### src/rtl/if_stage.sv
// if_stage: RV32 instruction-fetch stage and IF/ID pipeline register.
// Latency: one instruction per cycle with zero-latency memory; the IF/ID register
//   loads on the edge that accepts the memory response.
// Backpressure: pc_write/if_id_write stall the PC and IF/ID. A response that arrives
//   while stalled is parked in a one-entry hold buffer. A redirect that hits with a
//   request outstanding waits in DRAIN for that stale response.
//
// Ports:
//   clk, rst_n                  clock, synchronous active-low reset
//   pc_write, if_id_write       stall controls from hazard detection
//   branch_taken, branch_target EX-stage redirect (target bits [1:0] are ignored)
//   imem_req, imem_addr         fetch request; the address is held until imem_valid
//   imem_rdata, imem_valid      fetch response
//   if_id_pc/instr/valid        IF/ID register outputs
//   fetch_busy                  request outstanding without a response
module if_stage #(
  parameter logic [31:0] RESET_PC  = 32'h0000_0000,
  parameter logic [31:0] NOP_INSTR = 32'h0000_0013
) (
  input  logic        clk,
  input  logic        rst_n,
  input  logic        pc_write,
  input  logic        if_id_write,
  input  logic        branch_taken,
  input  logic [31:0] branch_target,
  output logic        imem_req,
  output logic [31:0] imem_addr,
  input  logic [31:0] imem_rdata,
  input  logic        imem_valid,
  output logic [31:0] if_id_pc,
  output logic [31:0] if_id_instr,
  output logic        if_id_valid,
  output logic        fetch_busy
);

  typedef enum logic [1:0] {
    FETCH = 2'd0,
    HOLD  = 2'd1,
    DRAIN = 2'd2
  } state_t;

  state_t      state_q, state_d;
  logic [31:0] pc_q, pc_d;
  logic [31:0] req_addr_q, req_addr_d;
  logic [31:0] hold_q, hold_d;
  logic        hold_vld_q, hold_vld_d;
  logic [31:0] if_id_pc_q, if_id_pc_d;
  logic [31:0] if_id_instr_q, if_id_instr_d;
  logic        if_id_valid_q, if_id_valid_d;
  logic        advance;

  // The low target bits are architecturally zero for RV32 without compressed instructions.
  logic unused_target_bits;
  assign unused_target_bits = &{1'b0, branch_target[1:0]};

  assign advance = pc_write & if_id_write;

  always_comb begin
    state_d       = state_q;
    pc_d          = pc_q;
    hold_d        = hold_q;
    hold_vld_d    = hold_vld_q;
    if_id_pc_d    = if_id_pc_q;
    if_id_instr_d = if_id_instr_q;
    if_id_valid_d = if_id_valid_q;

    case (state_q)
      FETCH: begin
        if (imem_valid) begin
          if (advance) begin
            if_id_pc_d    = req_addr_q;
            if_id_instr_d = imem_rdata;
            if_id_valid_d = 1'b1;
            pc_d          = pc_q + 32'd4;
          end else begin
            // The memory cannot be told to wait, so park the word until the stall clears.
            hold_d     = imem_rdata;
            hold_vld_d = 1'b1;
            state_d    = HOLD;
          end
        end else if (if_id_write) begin
          if_id_pc_d    = 32'd0;
          if_id_instr_d = NOP_INSTR;
          if_id_valid_d = 1'b0;
        end
      end
      HOLD: begin
        if (advance) begin
          if_id_pc_d    = req_addr_q;
          if_id_instr_d = hold_q;
          if_id_valid_d = 1'b1;
          pc_d          = pc_q + 32'd4;
          hold_vld_d    = 1'b0;
          state_d       = FETCH;
        end
      end
      DRAIN: begin
        // The stale response is dropped; the PC already holds the redirect target.
        if (if_id_write) begin
          if_id_pc_d    = 32'd0;
          if_id_instr_d = NOP_INSTR;
          if_id_valid_d = 1'b0;
        end
        if (imem_valid) begin
          state_d = FETCH;
        end
      end
      default: begin
        state_d = FETCH;
      end
    endcase

    // A redirect overrides stalls and advances in every state.
    if (branch_taken) begin
      pc_d          = {branch_target[31:2], 2'b00};
      if_id_pc_d    = 32'd0;
      if_id_instr_d = NOP_INSTR;
      if_id_valid_d = 1'b0;
      hold_vld_d    = 1'b0;
      if ((state_q == HOLD) || ((state_q == FETCH) && imem_valid)) begin
        state_d = FETCH;
      end else begin
        state_d = DRAIN;
      end
    end

    // A new request always starts at the current PC; while draining, the old address
    // stays on the bus until the stale response arrives.
    req_addr_d = (state_d == FETCH) ? pc_d : req_addr_q;
  end

  always_ff @(posedge clk) begin
    if (!rst_n) begin
      state_q       <= FETCH;
      pc_q          <= RESET_PC;
      req_addr_q    <= RESET_PC;
      hold_q        <= 32'd0;
      hold_vld_q    <= 1'b0;
      if_id_pc_q    <= 32'd0;
      if_id_instr_q <= NOP_INSTR;
      if_id_valid_q <= 1'b0;
    end else begin
      state_q       <= state_d;
      pc_q          <= pc_d;
      req_addr_q    <= req_addr_d;
      hold_q        <= hold_d;
      hold_vld_q    <= hold_vld_d;
      if_id_pc_q    <= if_id_pc_d;
      if_id_instr_q <= if_id_instr_d;
      if_id_valid_q <= if_id_valid_d;
    end
  end

  assign imem_req    = rst_n & ((state_q == FETCH) || (state_q == DRAIN));
  assign imem_addr   = req_addr_q;
  assign fetch_busy  = imem_req & ~imem_valid;
  assign if_id_pc    = if_id_pc_q;
  assign if_id_instr = if_id_instr_q;
  assign if_id_valid = if_id_valid_q;

endmodule

### config.mk
export PLATFORM = sky130hd
export DESIGN_NAME = if_stage
export DESIGN_NICKNAME = d
export VERILOG_FILES = /design/src/rtl/if_stage.sv
export SDC_FILE = /design/constraint.sdc
export NUM_CORES = 1
export LEC_CHECK = 0
export BUFFER_PORTS_ARGS = -buffer_cell sky130_fd_sc_hd__buf_2
export CORE_UTILIZATION = 48
export DETAILED_ROUTE_END_ITERATION = 10
export GPL_TIMING_DRIVEN = 0
export HOLD_SLACK_MARGIN = 0.1
export PLACE_DENSITY = 0.76
export SLEW_MARGIN = 10
export SYNTH_ARGS = -nofsm -noshare
export SYNTH_HDL_FRONTEND = slang
export SYNTH_SLANG_ARGS = --single-unit
### constraint.sdc
create_clock -name clk -period 2.22 [get_ports clk]
set_clock_uncertainty 0.1 [all_clocks]
set_input_delay 0.111 -clock clk [delete_from_list [all_inputs] [get_ports clk]]
set_output_delay 0.111 -clock clk [all_outputs]
set_load 0.1 [all_outputs]
==> results of run 1 <==
## report_power, final
part           switching [mW]  internal (mW)
clock                    1.22           2.11
combinational            1.43          0.591
sequential              0.150           3.10
## worst max-delay path, stage by stage (launching register included)
cell,delay [ps]
dfxtp_4,370
buf_6,120
ha_4,160
a21boi_4,140
nand3b_1,180
a32oi_2,240
nor2b_4,300
buf_8,200
buf_12,140
nand3_1,70
a21oi_1,150
## state kept, by name (all words and copies together) (netlist names)
signal	flops
imem_addr	32
if_id_valid	1
pc_q	32
state_q	2
if_id_instr	32
hold_q	32
if_id_pc	32
## kinds of logic (layout without fill, tap and decap cells)
family / after synthesis / in the layout
other: 0 / 1
adders and majority gates: 6 / 6
and+or+nand+nor: 300 / 300
AOI/OAI and AO/OA: 253 / 253
xor gates and xnor gates: 8 / 8
DFF: 163 / 163
buffers and inverters: 74 / 351
muxes: 3 / 3
## layout make-up
cell class / count / area, um2
Clock inverter: 13 / 230
Inverter: 11 / 43.8
Buffer: 60 / 340
Antenna cell: 1 / 2.50
Tap cell: 180 / 225
Fill cell: 1038 / 4150
Timing Repair Buffer: 249 / 1690
Sequential cell: 163 / 3280
Clock buffer: 18 / 429
Multi-Input combinational cell: 570 / 3660
## placed cells by master, fill, tap and decap left out, types with 4 or more instances in the layout
cell,instances
a211oi_1,4
a21o_1,4
a21oi_1,55
a221oi_1,4
a22o_1,29
a22oi_1,62
a31oi_1,5
and2_1,8
and3_1,11
and4_1,5
buf_12,4
buf_2,170
buf_4,20
buf_8,4
bufinv_16,6
clkbuf_1,35
clkbuf_16,18
clkbuf_2,7
dfxtp_1,158
dlygate4sd3_1,62
ha_4,4
inv_1,9
nand2_1,108
nand3_1,18
nand4_1,7
nor2_1,88
nor3_1,10
nor4_1,4
nor4_4,4
o21ai_0,22
o21ai_1,14
o22a_1,16
or3_1,5
xor2_1,5
## per-layer routing
layer | global-route usage | up-vias | share of wire | wire (um)
met5 | 0 | - | 0 | 0
met4 | 0.151 | 0 | 0.031 | 753
met3 | 0.0669 | 63 | 0.078 | 1870
met2 | 0.538 | 401 | 0.49 | 11900
met1 | 0.376 | 3548 | 0.40 | 9600
li1 | - | 3468 | - | -
## stage by stage
step	total power, mW	instances	hold WS (ps)
finish	8.60	1265	139
global route	8.85	1265	146
CTS	8.49	1253	106
detailed placement	5.00	1152	263
global placement	4.99	1152	268
floorplan	4.59	807	147
## path summary, 6_finish.rpt
path	startpoint	endpoint	slack, ps	depth (start not counted)
worst min-delay path	branch_taken	state_q[0]$_SDFF_PN0_	140	4
worst min register to register	hold_q[19]$_SDFFE_PN0P_	hold_q[19]$_SDFFE_PN0P_	350	2
worst max-delay path	state_q[0]$_SDFF_PN0_	imem_addr[14]$_SDFFE_PN0N_	-20	10
worst max register to register	state_q[0]$_SDFF_PN0_	imem_addr[14]$_SDFFE_PN0N_	-20	10
## timing repair
item | in CTS | in global routing
gates resized for setup | 66 | 33
hold buffers | 62 | 0
setup buffers | 8 | 12
pin swaps | 9 | 13
endpoints found under the setup margin | 119 | 103
cloned | 1 | 1
hold endpoints to repair | 118 | 0
==> key figures, run 1 <==
Global route
  – Largest net degree at the start of global routing: 17
  – Vias in the first global route: 7093
  – Global-route wire length before repair: 36200 um
  – Global route overflow: 0
  – GRT Util Overall: 0.316
  – Initial antenna violation count: 1

Worst setup path
  – Worst Path Required: 2480 ps
  – Critical path class: reg -> reg
  – Max FO, Critical Path: 6
  – Crit path launch type: flip-flop
  – Worst EP arrival: 2500 ps
  – CP Capture Type: flip-flop

CTS
  – CTS root buf: clkbuf_16
  – TritonCTS clock tree: done
  – H-tree depth: 4
  – Clock tree buffer depth: 2
  – Clk slew on worst S/H paths: 70 ps
  – CTS buffer count: 17
  – Sink Count: 163
  – Clock latency on the worst-skew pair: 430 ps

Yosys
  – Most frequent cells after synthesis: 163 x dfxtp_1, 110 x nand2_1, 91 x nor2_1
  – Post-Syn Area: 0.00698 mm2
  – Synth Area in XOR/XNOR: 0.0100
  – Synth area leaders: dfxtp_1 47%, a22oi_1 6.7%, nand2_1 5.9%
  – Share of the synthesized area in the top cell type: 0.467
  – Synth Register Bits: 163
  – Synth area leader: dfxtp_1
  – Multiplexer share of the synthesized area: 0.00430
  – Adder-Cell Fraction of Synth Area: 0.0108
  – Async SR Flop Fraction: 0
  – Number of synthesized flops with an enable pin: 0
  – Primary FF master, synth: dfxtp_1
  – Mapped Avg Cell Area: 8.65 um2
  – Post-synth net total: 883
  – Sequential area share after synthesis: 0.467
  – Combinational family with the most area after synthesis: compound AO/OA/AOI/OAI gates
  – Syn Inst Count: 807
  – Synth warnings: 0
  – Post-synthesis cell type count: 69
  – Most common cell in the netlist: dfxtp_1
  – Post-Synth Simple-Gate Area: 0.207
  – Post-synthesis compound-gate area fraction: 0.257

Cells and area
  – Nets: 1148
  – Cell area after layout: 0.00990 mm2
  – Final core utilization: 0.705
  – Share of layout cells above drive strength 1: 0.279
  – Layout area overhead: 41.8%

STA
  – Setup TNS: -20.2 ps
  – Final worst path period share: 1.01
  – Final hold violations: 0
  – Count of final setup violators: 2
  – Slew headroom: 0.528
  – Worst slew pin tran: 708 ps
  – Crit path time final: 2240 ps
  – RSZ-0062 raised after global routing: yes
  – Max-slew violations: 0
  – Fmax: 0.447 GHz
  – Final WS setup: -17.5 ps

Die
  – Row count: 43
  – Core area: 0.0140 mm2
  – DIE AREA: 0.0150 mm2
  – Die width: 123 um
  – # IOs: 169
  – Initial core utilization: 0.497
  – Die height: 123 um

Outcome
  – Failing checks: setup timing
  – Outcome: complete, but fails checks

Hold path
  – HP Class: in -> reg

Routing
  – Antenna-violating nets left: 0
  – Drc violations: 0
  – WL final: 24100 um
  – TritonRoute pass-1 iters: 5
  – Iter 0 DRT Violations: 763
  – Post-DR vias/cell: 5.91
  – DR vias: 7480
  – Drt wl/cell: 19.1 um

Pwr
  – Leak: 4.20 nW
  – Peak VDD IR: 0.000816 V
  – Cell area power density: 869 mW/mm2

Job
  – Max_cap viols: 0

Place
  – Global placement routability congestion: 0.973
  – DP Area: 0.00804 mm2
  – Port Buffers: 165
  – Dpl hpwl: 15300 um
  – Pre-CTS setup slack: -976 ps
Power figures use the tool's default switching activity.
==> run 2: changes to the inputs <==
- CELL_PAD_IN_SITES_DETAIL_PLACEMENT: not set -> 1
- CELL_PAD_IN_SITES_GLOBAL_PLACEMENT: not set -> 2
- CORE_UTILIZATION: 48 -> 28
- PLACE_DENSITY: 0.76 -> not set
- PLACE_DENSITY_LB_ADDON: not set -> 0.1
==> key figures, run 2 (synthesis results as in run 1) <==
Cells and area
  – Most common cell after layout, fill and taps aside: buf_2
  – Final non-filler cell total: 1424 (+13%)
  – Nets: 1162 (+1.2%)
  – Layout area overhead: 46.4%
  – Most frequent cells in the layout: 168 x buf_2, 158 x dfxtp_1, 106 x nand2_1
  – Share of layout cells above drive strength 1: 0.309 (+0.0301)

Pwr
  – Peak VDD IR: 0.000439 V (-46%)
  – Leak: 4.25 nW (+1.2%)
  – Cell area power density: 805 mW/mm2 (-7.3%)

Hold path
  – Hold endpoint: pc_q[3]$_SDFF_PN0_
  – Hold Crit Start: rst_n
  – HP Class: in -> reg
  – Hold path cells: 3 (-1)

STA
  – Final hold violations: 0 (unchanged)
  – Final worst path period share: 1.01 (-0.00168)
  – Final WS setup: -13.8 ps (+3.72 ps)
  – Slew headroom: 0.463 (-0.0646)
  – Worst slew pin tran: 805 ps (+96.8 ps)
  – Crit path time final: 2230 ps (-3.72 ps)
  – RSZ-0062 raised after global routing: yes
  – Fmax: 0.448 GHz (+0.17%)
  – Setup TNS: -13.8 ps (+6.36 ps)
  – Max-slew violations: 0 (unchanged)
  – Count of final setup violators: 1 (-1)

Die
  – Die height: 160 um (+30%)
  – Core area: 0.0244 mm2 (+74%)
  – Initial core utilization: 0.286 (-0.211)
  – Die width: 160 um (+30%)
  – # IOs: 169 (unchanged)
  – DIE AREA: 0.0256 mm2 (+70%)
  – Row count: 57 (+33%)

Worst setup path
  – Worst EP arrival: 2490 ps (about the same)
  – R2r setup slk: -10 ps (about the same)
  – Slowest-stage cell, CP: dfxtp_4
  – Reg2Reg Capture Point: imem_addr[12]$_SDFFE_PN0N_
  – Critical path's largest stage delay: 350 ps (-20 ps)
  – CP Cell Sequence: buf_4, ha_4, a21boi_4, nand3b_1, a32oi_2, nor2b_4, buf_12, buf_6, o21ai_2, a21oi_1
  – CP Capture Type: flip-flop
  – Worst setup path startpoint: state_q[0]$_SDFF_PN0_
  – CP bufs+invs: 3 (unchanged)
  – Worst r2r path cells: 10 (unchanged)
  – Reg2reg start: state_q[0]$_SDFF_PN0_
  – Critical path class: reg -> reg
  – CP delay by family, top: compound AO/OA/AOI/OAI gates
  – Crit path launch type: flip-flop
  – Max FO, Critical Path: 5 (-1)
  – Worst Path Required: 2480 ps (about the same)

CTS
  – Clock tree buffer depth: 2 (unchanged)
  – TritonCTS clock tree: done
  – CTS root buf: clkbuf_16
  – Clk slew on worst S/H paths: 70 ps (about the same)
  – Sink Count: 163 (unchanged)
  – H-tree depth: 4 (unchanged)
  – CTS buffer count: 17 (unchanged)
  – Clock latency on the worst-skew pair: 440 ps (about the same)

Place
  – Port Buffers: 165 (unchanged)
  – Post-Place Cells: 1297 (+13%)
  – Global placement routability congestion: 0.836 (-14%)
  – Pre-CTS setup slack: -669 ps (+308 ps)
  – Dpl hpwl: 19300 um (+27%)

Routing
  – Drt wl/cell: 19.7 um (+3.1%)
  – Drc violations: 0 (unchanged)
  – Post-DR vias/cell: 5.03 (-15%)
  – WL final: 28000 um (+16%)
  – Iter 0 DRT Violations: 315 (-59%)
  – DR vias: 7169 (-4.2%)
  – TritonRoute pass-1 iters: 4 (-1)
  – Antenna-violating nets left: 0 (unchanged)

Global route
  – Vias in the first global route: 7328 (+3.3%)
  – Largest net degree at the start of global routing: 17 (unchanged)
  – Global route overflow: 0 (unchanged)
  – Initial antenna violation count: 0 (-1)
  – GRT Util Overall: 0.213 (-0.103)
  – Global-route wire length before repair: 41800 um (+16%)

Outcome
  – Outcome: complete, but fails checks
  – Failing checks: setup timing

Job
  – Max_cap viols: 0 (unchanged)
==> run 2: changes by cell type in the layout (fill, tap and decap cells not counted), sizes merged <==
cell	previous run	this run
buf	204	216
bufinv	6	0
clkinv	5	2
clkinvlp	0	2
diode	1	2
dlygate4sd3	62	63
inv	13	21
==> run 2: stage by stage <==
| stage | total power, mW | util | hold slack [ps] | cell area, um2 |
|---|---|---|---|---|
| 6_report | 8.23 | 0.419 | 117 | 10200 |
| 4_1_cts | 8.17 | 0.402 | 128 | 9810 |
| 5_1_grt | 8.55 | 0.419 | 133 | 10200 |
| 3_3_place_gp | 5.07 | 0.337 | 269 | 8220 |
| 2_1_floorplan | 4.59 | - | 147 | 6990 |
| 3_5_place_dp | 5.08 | 0.338 | 273 | 8240 |
==> run 2: worst register-to-register path, cell delays in order, from the launching register on <==
cell      delay, ps
dfxtp_4         350
buf_4           140
ha_4            170
a21boi_4        140
nand3b_1        180
a32oi_2         240
nor2b_4         310
buf_12          190
buf_6           120
o21ai_2          50
a21oi_1         170
==> run 2: report_power, final <==
part,internal (mW),switching [mW]
clock network,1.47,1.38
logic,0.646,1.48
registers,3.10,0.152
total,5.21,3.02
==> run 2: area by class of cell <==
class,instances,area (um2)
diodes,2,5.00
plain buffers,58,364
clock buffers,17,425
clock inverters,14,120
fillers,2922,14200
inverters,11,43.8
multi-input cells,570,3730
flip-flops and latches,163,3280
well taps,324,405
repair buffers,265,1840
==> run 2: worst max path at each step <==
stage	endpoint	slack [ps]	depth (start not counted)
final	imem_addr[12]$_SDFFE_PN0N_	-10	10
after global routing	imem_addr[12]$_SDFFE_PN0N_	-110	10
after CTS	imem_addr[13]$_SDFFE_PN0N_	3	8
after detailed placement	imem_addr[14]$_SDFFE_PN0N_	-670	10
after global placement	if_id_pc[23]$_SDFFE_PP0P_	-1420	9
after floorplan	if_id_instr[21]$_SDFFE_PP0P_	3	11
==> run 2: timing repair <==
action                                 in CTS  in global routing
pin swaps                                  10                 21
setup endpoints to repair                 120                101
cloned                                      0                  4
hold buffers                               63                  0
buffers inserted                           17                 15
endpoints found under the hold margin     119                  0
resized for setup                          76                 52
==> run 2: layer usage <==
metal	GRT usage	vias up	part of all wire
met2	0.367	180	0.49
met1	0.267	3468	0.45
met4	0.0736	0	0.023
met5	0	-	0
met3	0.0379	37	0.039
li1	-	3484	-
